==> src/rtl/bus_xfer_sequencer_pkg.sv <==
// Shared bus definitions: port codes, port count, sequencer states.
package bus_pkg;

   localparam int NUM_BUS_PORTS = 24;

   typedef logic [4:0] code_t;

   // Source codes (drive the bus)
   localparam code_t SRC_R0      = 5'd0;
   localparam code_t SRC_R15     = 5'd15;
   localparam code_t SRC_HI      = 5'd16;
   localparam code_t SRC_LO      = 5'd17;
   localparam code_t SRC_ZHI     = 5'd18;
   localparam code_t SRC_ZLO     = 5'd19;
   localparam code_t SRC_PC      = 5'd20;
   localparam code_t SRC_MDR     = 5'd21;
   localparam code_t SRC_INPORT  = 5'd22;
   localparam code_t SRC_C_SEXT  = 5'd23;

   // Destination codes (load from the bus)
   localparam code_t DST_R0      = 5'd0;
   localparam code_t DST_R15     = 5'd15;
   localparam code_t DST_HI      = 5'd16;
   localparam code_t DST_LO      = 5'd17;
   localparam code_t DST_Z       = 5'd18;
   localparam code_t DST_Y       = 5'd19;
   localparam code_t DST_PC      = 5'd20;
   localparam code_t DST_MDR     = 5'd21;
   localparam code_t DST_MAR     = 5'd22;
   localparam code_t DST_OUTPORT = 5'd23;

   typedef enum logic [2:0] {
      ST_IDLE,
      ST_DRIVE,
      ST_LATCH,
      ST_DONE,
      ST_ERR
   } state_t;

   function automatic logic code_in_range(input code_t code);
      return code < code_t'(NUM_BUS_PORTS);
   endfunction

endpackage

==> src/rtl/bus_xfer_sequencer_if.sv <==
// Request handshake plus bus enable/status signals of the transfer sequencer.
interface bus_xfer_sequencer_if;
   import bus_pkg::*;

   logic                     req_valid;
   logic                     req_ready;
   code_t                    req_src;
   code_t                    req_dst;
   logic [NUM_BUS_PORTS-1:0] src_oe;
   logic [NUM_BUS_PORTS-1:0] dst_we;
   logic                     busy;
   logic                     done;
   logic                     err;
   logic [7:0]               xfer_count;

   modport master (
      output req_valid, req_src, req_dst,
      input  req_ready, src_oe, dst_we, busy, done, err, xfer_count
   );

   modport slave (
      input  req_valid, req_src, req_dst,
      output req_ready, src_oe, dst_we, busy, done, err, xfer_count
   );

endinterface

==> src/rtl/bus_xfer_sequencer_decoder.sv <==
// 5-bit bus code to one-hot enable vector; out-of-range codes give all zeros.
module onehot_decoder
   import bus_pkg::*;
(
   input  code_t                    code,
   output logic [NUM_BUS_PORTS-1:0] onehot,
   output logic                     in_range
);

   // Set the single bit selected by the code when it names a real port
   always_comb begin
      onehot   = '0;
      in_range = code_in_range(code);
      if (in_range) begin
         onehot[code] = 1'b1;
      end
   end

endmodule

==> src/rtl/bus_xfer_sequencer.sv <==
// Sequences one register-to-register bus transfer: drive, latch, done.
module bus_xfer_sequencer
   import bus_pkg::*;
(
   input  logic                 clock,
   input  logic                 clear,
   bus_xfer_sequencer_if.slave  bus
);

   state_t                   state;
   state_t                   state_next;
   code_t                    src_q;
   code_t                    dst_q;
   logic [7:0]               count_q;
   logic [NUM_BUS_PORTS-1:0] src_vec;
   logic [NUM_BUS_PORTS-1:0] dst_vec;
   logic                     src_ok;
   logic                     dst_ok;
   logic                     accept;

   // Enables are decoded only from the held codes, so request inputs never
   // reach src_oe/dst_we combinationally.
   onehot_decoder u_src_dec (
      .code     (src_q),
      .onehot   (src_vec),
      .in_range (src_ok)
   );

   onehot_decoder u_dst_dec (
      .code     (dst_q),
      .onehot   (dst_vec),
      .in_range (dst_ok)
   );

   assign accept         = bus.req_valid && (state == ST_IDLE);
   assign bus.xfer_count = count_q;

   // State register
   always_ff @(posedge clock or negedge clear) begin
      if (!clear) begin
         state <= ST_IDLE;
      end else begin
         state <= state_next;
      end
   end

   // Capture the request codes on acceptance only
   always_ff @(posedge clock or negedge clear) begin
      if (!clear) begin
         src_q <= '0;
         dst_q <= '0;
      end else if (accept) begin
         src_q <= bus.req_src;
         dst_q <= bus.req_dst;
      end
   end

   // Completed-transfer counter, bumped as LATCH hands over to DONE
   always_ff @(posedge clock or negedge clear) begin
      if (!clear) begin
         count_q <= '0;
      end else if (state == ST_LATCH) begin
         count_q <= count_q + 8'd1;
      end
   end

   // Next-state and state-decoded outputs
   always_comb begin
      state_next    = state;
      bus.req_ready = 1'b0;
      bus.busy      = 1'b1;
      bus.src_oe    = '0;
      bus.dst_we    = '0;
      bus.done      = 1'b0;
      bus.err       = 1'b0;
      case (state)
         ST_IDLE: begin
            bus.req_ready = 1'b1;
            bus.busy      = 1'b0;
            if (bus.req_valid) begin
               if (code_in_range(bus.req_src) && code_in_range(bus.req_dst)) begin
                  state_next = ST_DRIVE;
               end else begin
                  state_next = ST_ERR;
               end
            end
         end
         ST_DRIVE: begin
            bus.src_oe = src_ok ? src_vec : '0;
            state_next = ST_LATCH;
         end
         ST_LATCH: begin
            bus.src_oe = src_ok ? src_vec : '0;
            bus.dst_we = dst_ok ? dst_vec : '0;
            state_next = ST_DONE;
         end
         ST_DONE: begin
            bus.done   = 1'b1;
            state_next = ST_IDLE;
         end
         ST_ERR: begin
            bus.err    = 1'b1;
            state_next = ST_IDLE;
         end
         default: begin
            state_next = ST_IDLE;
         end
      endcase
   end

endmodule

==> src/flat_wrapper.sv <==
// flat-port wrapper written by rule: the top's interface ports become plain ports
module bus_xfer_sequencer_flat import bus_pkg::*;
  (clock, clear, bus_req_valid, bus_req_src, bus_req_dst, bus_req_ready, bus_src_oe, bus_dst_we, bus_busy, bus_done, bus_err, bus_xfer_count);
  bus_xfer_sequencer_if bus_i ();
  input  logic clock;
  input  logic clear;
  input wire logic [$bits(bus_i.req_valid)-1:0] bus_req_valid;
  input wire logic [$bits(bus_i.req_src)-1:0] bus_req_src;
  input wire logic [$bits(bus_i.req_dst)-1:0] bus_req_dst;
  output wire logic [$bits(bus_i.req_ready)-1:0] bus_req_ready;
  output wire logic [$bits(bus_i.src_oe)-1:0] bus_src_oe;
  output wire logic [$bits(bus_i.dst_we)-1:0] bus_dst_we;
  output wire logic [$bits(bus_i.busy)-1:0] bus_busy;
  output wire logic [$bits(bus_i.done)-1:0] bus_done;
  output wire logic [$bits(bus_i.err)-1:0] bus_err;
  output wire logic [$bits(bus_i.xfer_count)-1:0] bus_xfer_count;
  assign bus_i.req_valid = bus_req_valid;
  assign bus_i.req_src = bus_req_src;
  assign bus_i.req_dst = bus_req_dst;
  assign bus_req_ready = bus_i.req_ready;
  assign bus_src_oe = bus_i.src_oe;
  assign bus_dst_we = bus_i.dst_we;
  assign bus_busy = bus_i.busy;
  assign bus_done = bus_i.done;
  assign bus_err = bus_i.err;
  assign bus_xfer_count = bus_i.xfer_count;
  bus_xfer_sequencer u_core (.clock(clock), .clear(clear), .bus(bus_i));
endmodule
==> config.mk <==
export PLATFORM = sky130hd
export DESIGN_NAME = bus_xfer_sequencer_flat
export DESIGN_NICKNAME = d
export VERILOG_FILES = /design/src/rtl/bus_xfer_sequencer_pkg.sv /design/src/rtl/bus_xfer_sequencer_if.sv /design/src/rtl/bus_xfer_sequencer_decoder.sv /design/src/rtl/bus_xfer_sequencer.sv /design/src/flat_wrapper.sv
export SDC_FILE = /design/constraint.sdc
export NUM_CORES = 1
export LEC_CHECK = 0
export BUFFER_PORTS_ARGS = -buffer_cell sky130_fd_sc_hd__buf_2
export CORE_MARGIN = 2
export CORE_UTILIZATION = 46
export CTS_CLUSTER_DIAMETER = 50
export DETAILED_ROUTE_END_ITERATION = 6
export PLACE_DENSITY_LB_ADDON = 0.05
export REMOVE_ABC_BUFFERS = 1
export SLEW_MARGIN = 20
export SYNTH_ARGS = -nofsm -noshare
export SYNTH_HDL_FRONTEND = slang
export SYNTH_SLANG_ARGS = --single-unit
==> constraint.sdc <==
create_clock -name clock -period 4.25 [get_ports clock]
set_input_delay 0.425 -clock clock [delete_from_list [all_inputs] [get_ports clock]]
set_output_delay 0.425 -clock clock [all_outputs]
set_load 0.02 [all_outputs]
==> reports/results.md <==
| Group | Quantity | Value |
| --- | --- | --- |
| pwr | Pwr Density | 637 nW/um^2 |
| timing | Final setup slack of the worst path | 1.81 ns |
| grt | First-pass GRT wire length | 4840 microns |
| logic synthesis | Mean cell area of the mapped netlist | 8.89 sq um |
| detailed routing | Highest layer used for signal routing | met4 |
| detailed routing | Final wirelength | 2880 microns |
| timing | Final Skew | 0.0149 ns |
| clock network | Source-to-sink clock delay at the later pin of the worst-skew pair | 0.30 ns |
| critical path | Reg2reg path depth | 3 |
| placed design | Placed instance area | 1610 sq um |
| logic synthesis | Synth top area share | 42.5% |
| clock network | Buffer cell driving the clock tree root | clkbuf_4 |
| timing | Timing-limited maximum frequency | 410 MHz |
| logic synthesis | Yosys Warn Count | 0 |
| critical path | Data required time of the worst path | 3.83 ns |
| critical path | Type of the worst setup path | register to primary output |
| timing | Shortest clock period the worst path allows after layout | 2.44 ns |
| placed design | Total placed cells including tap cells | 236 |
| timing | Final TNS setup | 0 ns |
| floorplanning | Die Outline Area | 3120 sq um |
| logic synthesis | Post-Syn Area | 1240 sq um |
| grt | Maximum number of pins on one net before global-route repair | 22 |
| critical path | Critical path fanouts, max | 11 |
| timing | Final Hold Vio Count | 0 |
| hold path | Path class of the lowest-slack min-delay path | input port to asynchronous set/reset pin |
| timing | Slew at the pin closest to its max-slew limit | 0.564 ns |
| detailed routing | Remaining DRCs | 0 |
| floorplanning | Boundary pin count | 73 |
| clock network | Clock transition time at the flip-flop clock pins of the worst setup and hold paths | 0.12 ns |
| pwr | Maximum VDD drop | 0.481 mV |
| clock network | Clock Path Buffers | 2 |
| logic synthesis | Cells after Synth | 139 |
| layout | Fraction of final layout cells with drive strength greater than 1 | 44.3% |
| layout | Number of fill cells | 213 |
| grt | Total congestion overflow | 0 |
| detailed routing | Vias post-DR | 1204 |
| clock network | CTS H-Tree Depth | 1 |
| logic synthesis | Ranking of synthesized cells by area | dfrtp_1, nor2_1, mux2_2 |
| grt | Overall global routing resource usage | 18.9% |
| critical path | Kind of start point of the critical path | register |
| timing | RSZ-0062 raised after global routing | false |
| placed design | DP HPWL | 2230 microns |
| clock network | Sink count of the clock tree | 21 |
| layout | Register area | 526 sq um |
| layout | Area growth from synthesis to layout | 32.2% |
| detailed routing | Routed metal-1 wirelength | 1340 microns |
| logic synthesis | Post-synthesis register bit count | 21 |
| layout | Net count of the finished layout | 225 |
| detailed routing | Routed wire length on met2 | 1300 microns |
| critical path | Arrival @ worst endpoint | 2.02 ns |
| status | Outcome | completed |
| detailed routing | Residual antenna-violating net count after detailed routing | 0 |
| timing | Post-route worst hold slack | 0.0483 ns |
| timing | Slew HR | 62.2% |
| grt | Number of global-route vias before repair | 1105 |
| floorplanning | Core Rows | 18 |
| placed design | Place WS | 2.16 ns |
| detailed routing | Detailed-route vias per instance | 5.02 |
| clock network | TritonCTS Buffers | 3 |
| clock network | Clock tree from TritonCTS | done |
| clock network | Postcts setup bufs | 0 |
| layout | Non-filler cells, final | 240 |
| detailed routing | Average wire per cell in the routed design | 12.0 microns |
| floorplanning | Die Y | 55.8 microns |
| critical path | Worst R2R End | u_core.dst_q[4] |
| floorplanning | Initial core utilization | 49.0% |
| critical path | Setup slack on the worst flop-to-flop path | 2.41 ns |
| detailed routing | Initial DRT Pass Iterations | 4 |
| detailed routing | DRT iter0 DRCs | 68 |
| logic synthesis | Portion of the post-synthesis area used by sequential elements | 42.5% |
| floorplanning | Die X-Extent | 55.8 microns |
| logic synthesis | Count of unique library cells instantiated by Yosys | 27 |
| detailed routing | Routed wl met3 | 218 microns |
| logic synthesis | Cell taking the most area after synthesis | dfrtp_1 |
| critical path | Reg-to-Reg Start | u_core.state[2] |
| pwr | Static leakage | 0.852 nW |
| floorplanning | Core area | 2520 sq um |
| timing | Portion of the clock cycle consumed by the worst path in the final layout | 57.4% |
| timing | Number of slew-limit violations in the final report | 0 |
| clock network | Number of buffers inserted for hold repair after clock tree synthesis | 0 |
| flow run | Reported max-cap violation count | 0 |
| grt | Number of antenna violations at the first check in global routing | 0 |
| critical path | Endpoint kind of the worst setup timing path | primary output |
| clock network | Number of gates resized after CTS | 0 |
| placed design | Number of I/O port buffers | 72 |
| layout | Cell area after layout | 1630 sq um |
| layout | Ant diodes | 0 |
| placed design | Final weighted congestion of routability-driven global placement | 0.768 |
| timing | Endpoints failing setup | 0 |
| layout | Area occupied by multi-input gates | 679 sq um |
==> registers in the layout, indices dropped and copies added, names as in the netlist <==
signal,count
u_core.bus.xfer_count,8
u_core.dst_q,5
u_core.src_q,5
u_core.state,3
==> where the power goes <==
group / leakage (nW) / switching [W] / internal, W
registers: 0.259 / 0.000120 / 0.000284
logic: 0.575 / 0.000319 / 0.000226
clock network: 0.0177 / 0.0000579 / 0.0000350
==> logic make-up after synthesis <==
group                      count (synthesis)  synth area share (%)
AOI/OAI and AO/OA                          2                  1.01
xor gates and xnor gates                   8                  6.28
adders and majority gates                  1                  1.01
buffers and inverters                      6                  2.53
DFF                                       21                  42.5
muxes                                     10                  9.11
and+or+nand+nor                           91                  37.5
==> how the worst max path moves through the flow <==
stage	from	to	slack, ns	cells past startpoint
2_1_floorplan	u_core.state[2]	bus_dst_we[0]	2.25	3
3_3_place_gp	u_core.state[2]	bus_dst_we[10]	2.22	4
3_5_place_dp	u_core.state[1]	bus_dst_we[22]	2.16	4
4_1_cts	u_core.state[1]	bus_dst_we[22]	1.81	4
5_1_grt	u_core.state[2]	bus_dst_we[18]	1.63	4
6_report	u_core.state[2]	bus_dst_we[22]	1.81	4
==> worst max-delay path: stages (launching register included) <==
cell      delay, ns
dfrtp_1        0.50
nor3b_2        0.54
nand3b_1       0.34
nor2_1         0.17
buf_2          0.18
==> through the flow <==
stage | power, W | utilization, %
2_1_floorplan | 0.000790 | -
3_3_place_gp | 0.000936 | 63.7
3_5_place_dp | 0.000954 | 63.7
4_1_cts | 0.00105 | 64.8
5_1_grt | 0.00112 | 64.8
6_report | 0.00104 | 64.8
==> synthesized netlist by cell type <==
library cell	instances
or3b_2	4
nand3b_1	6
or4b_1	1
or3_1	3
ha_1	1
nor3_1	2
a21oi_1	1
a22oi_1	1
nor2b_1	2
buf_2	4
nor2_1	51
nand3_1	1
and2_1	1
nor3b_1	1
or3b_4	1
nand4_1	4
dfrtp_1	21
nand4bb_1	2
inv_1	1
buf_4	1
nor3b_2	1
xnor2_1	7
nand4b_1	1
xor2_2	1
mux2_2	10
and3_1	2
nand2_1	8
==> cell usage in the layout, fill, tap and decap left out, drive strengths merged <==
| master | n |
|---|---|
| a21oi | 1 |
| a22oi | 1 |
| and2 | 1 |
| and3 | 2 |
| buf | 72 |
| clkbuf | 3 |
| clkinv | 1 |
| dfrtp | 21 |
| ha | 1 |
| inv | 1 |
| mux2 | 10 |
| nand2 | 8 |
| nand3 | 1 |
| nand3b | 6 |
| nand4 | 4 |
| nand4b | 1 |
| nand4bb | 2 |
| nor2 | 51 |
| nor2b | 2 |
| nor3 | 2 |
| nor3b | 2 |
| or3 | 3 |
| or3b | 5 |
| or4b | 1 |
| xnor2 | 7 |
| xor2 | 1 |
==> area by class of cell <==
cell class | instances | share of cell area [%]
multi-input combinational | 112 | 41.6
sequential | 21 | 32.2
timing repair buffer | 72 | 22.1
tap | 30 | 2.30
clock buffer | 3 | 1.38
clock inverter | 1 | 0.306
inverter | 1 | 0.230
==> routing by layer <==
layer  global-route usage (%)  vias up
met5                        0        -
met4                     6.80        0
met3                     2.79        2
met2                     31.6       55
met1                     25.0      539
li1                         -      608
No activity file was read; power rests on OpenSTA's default activity.
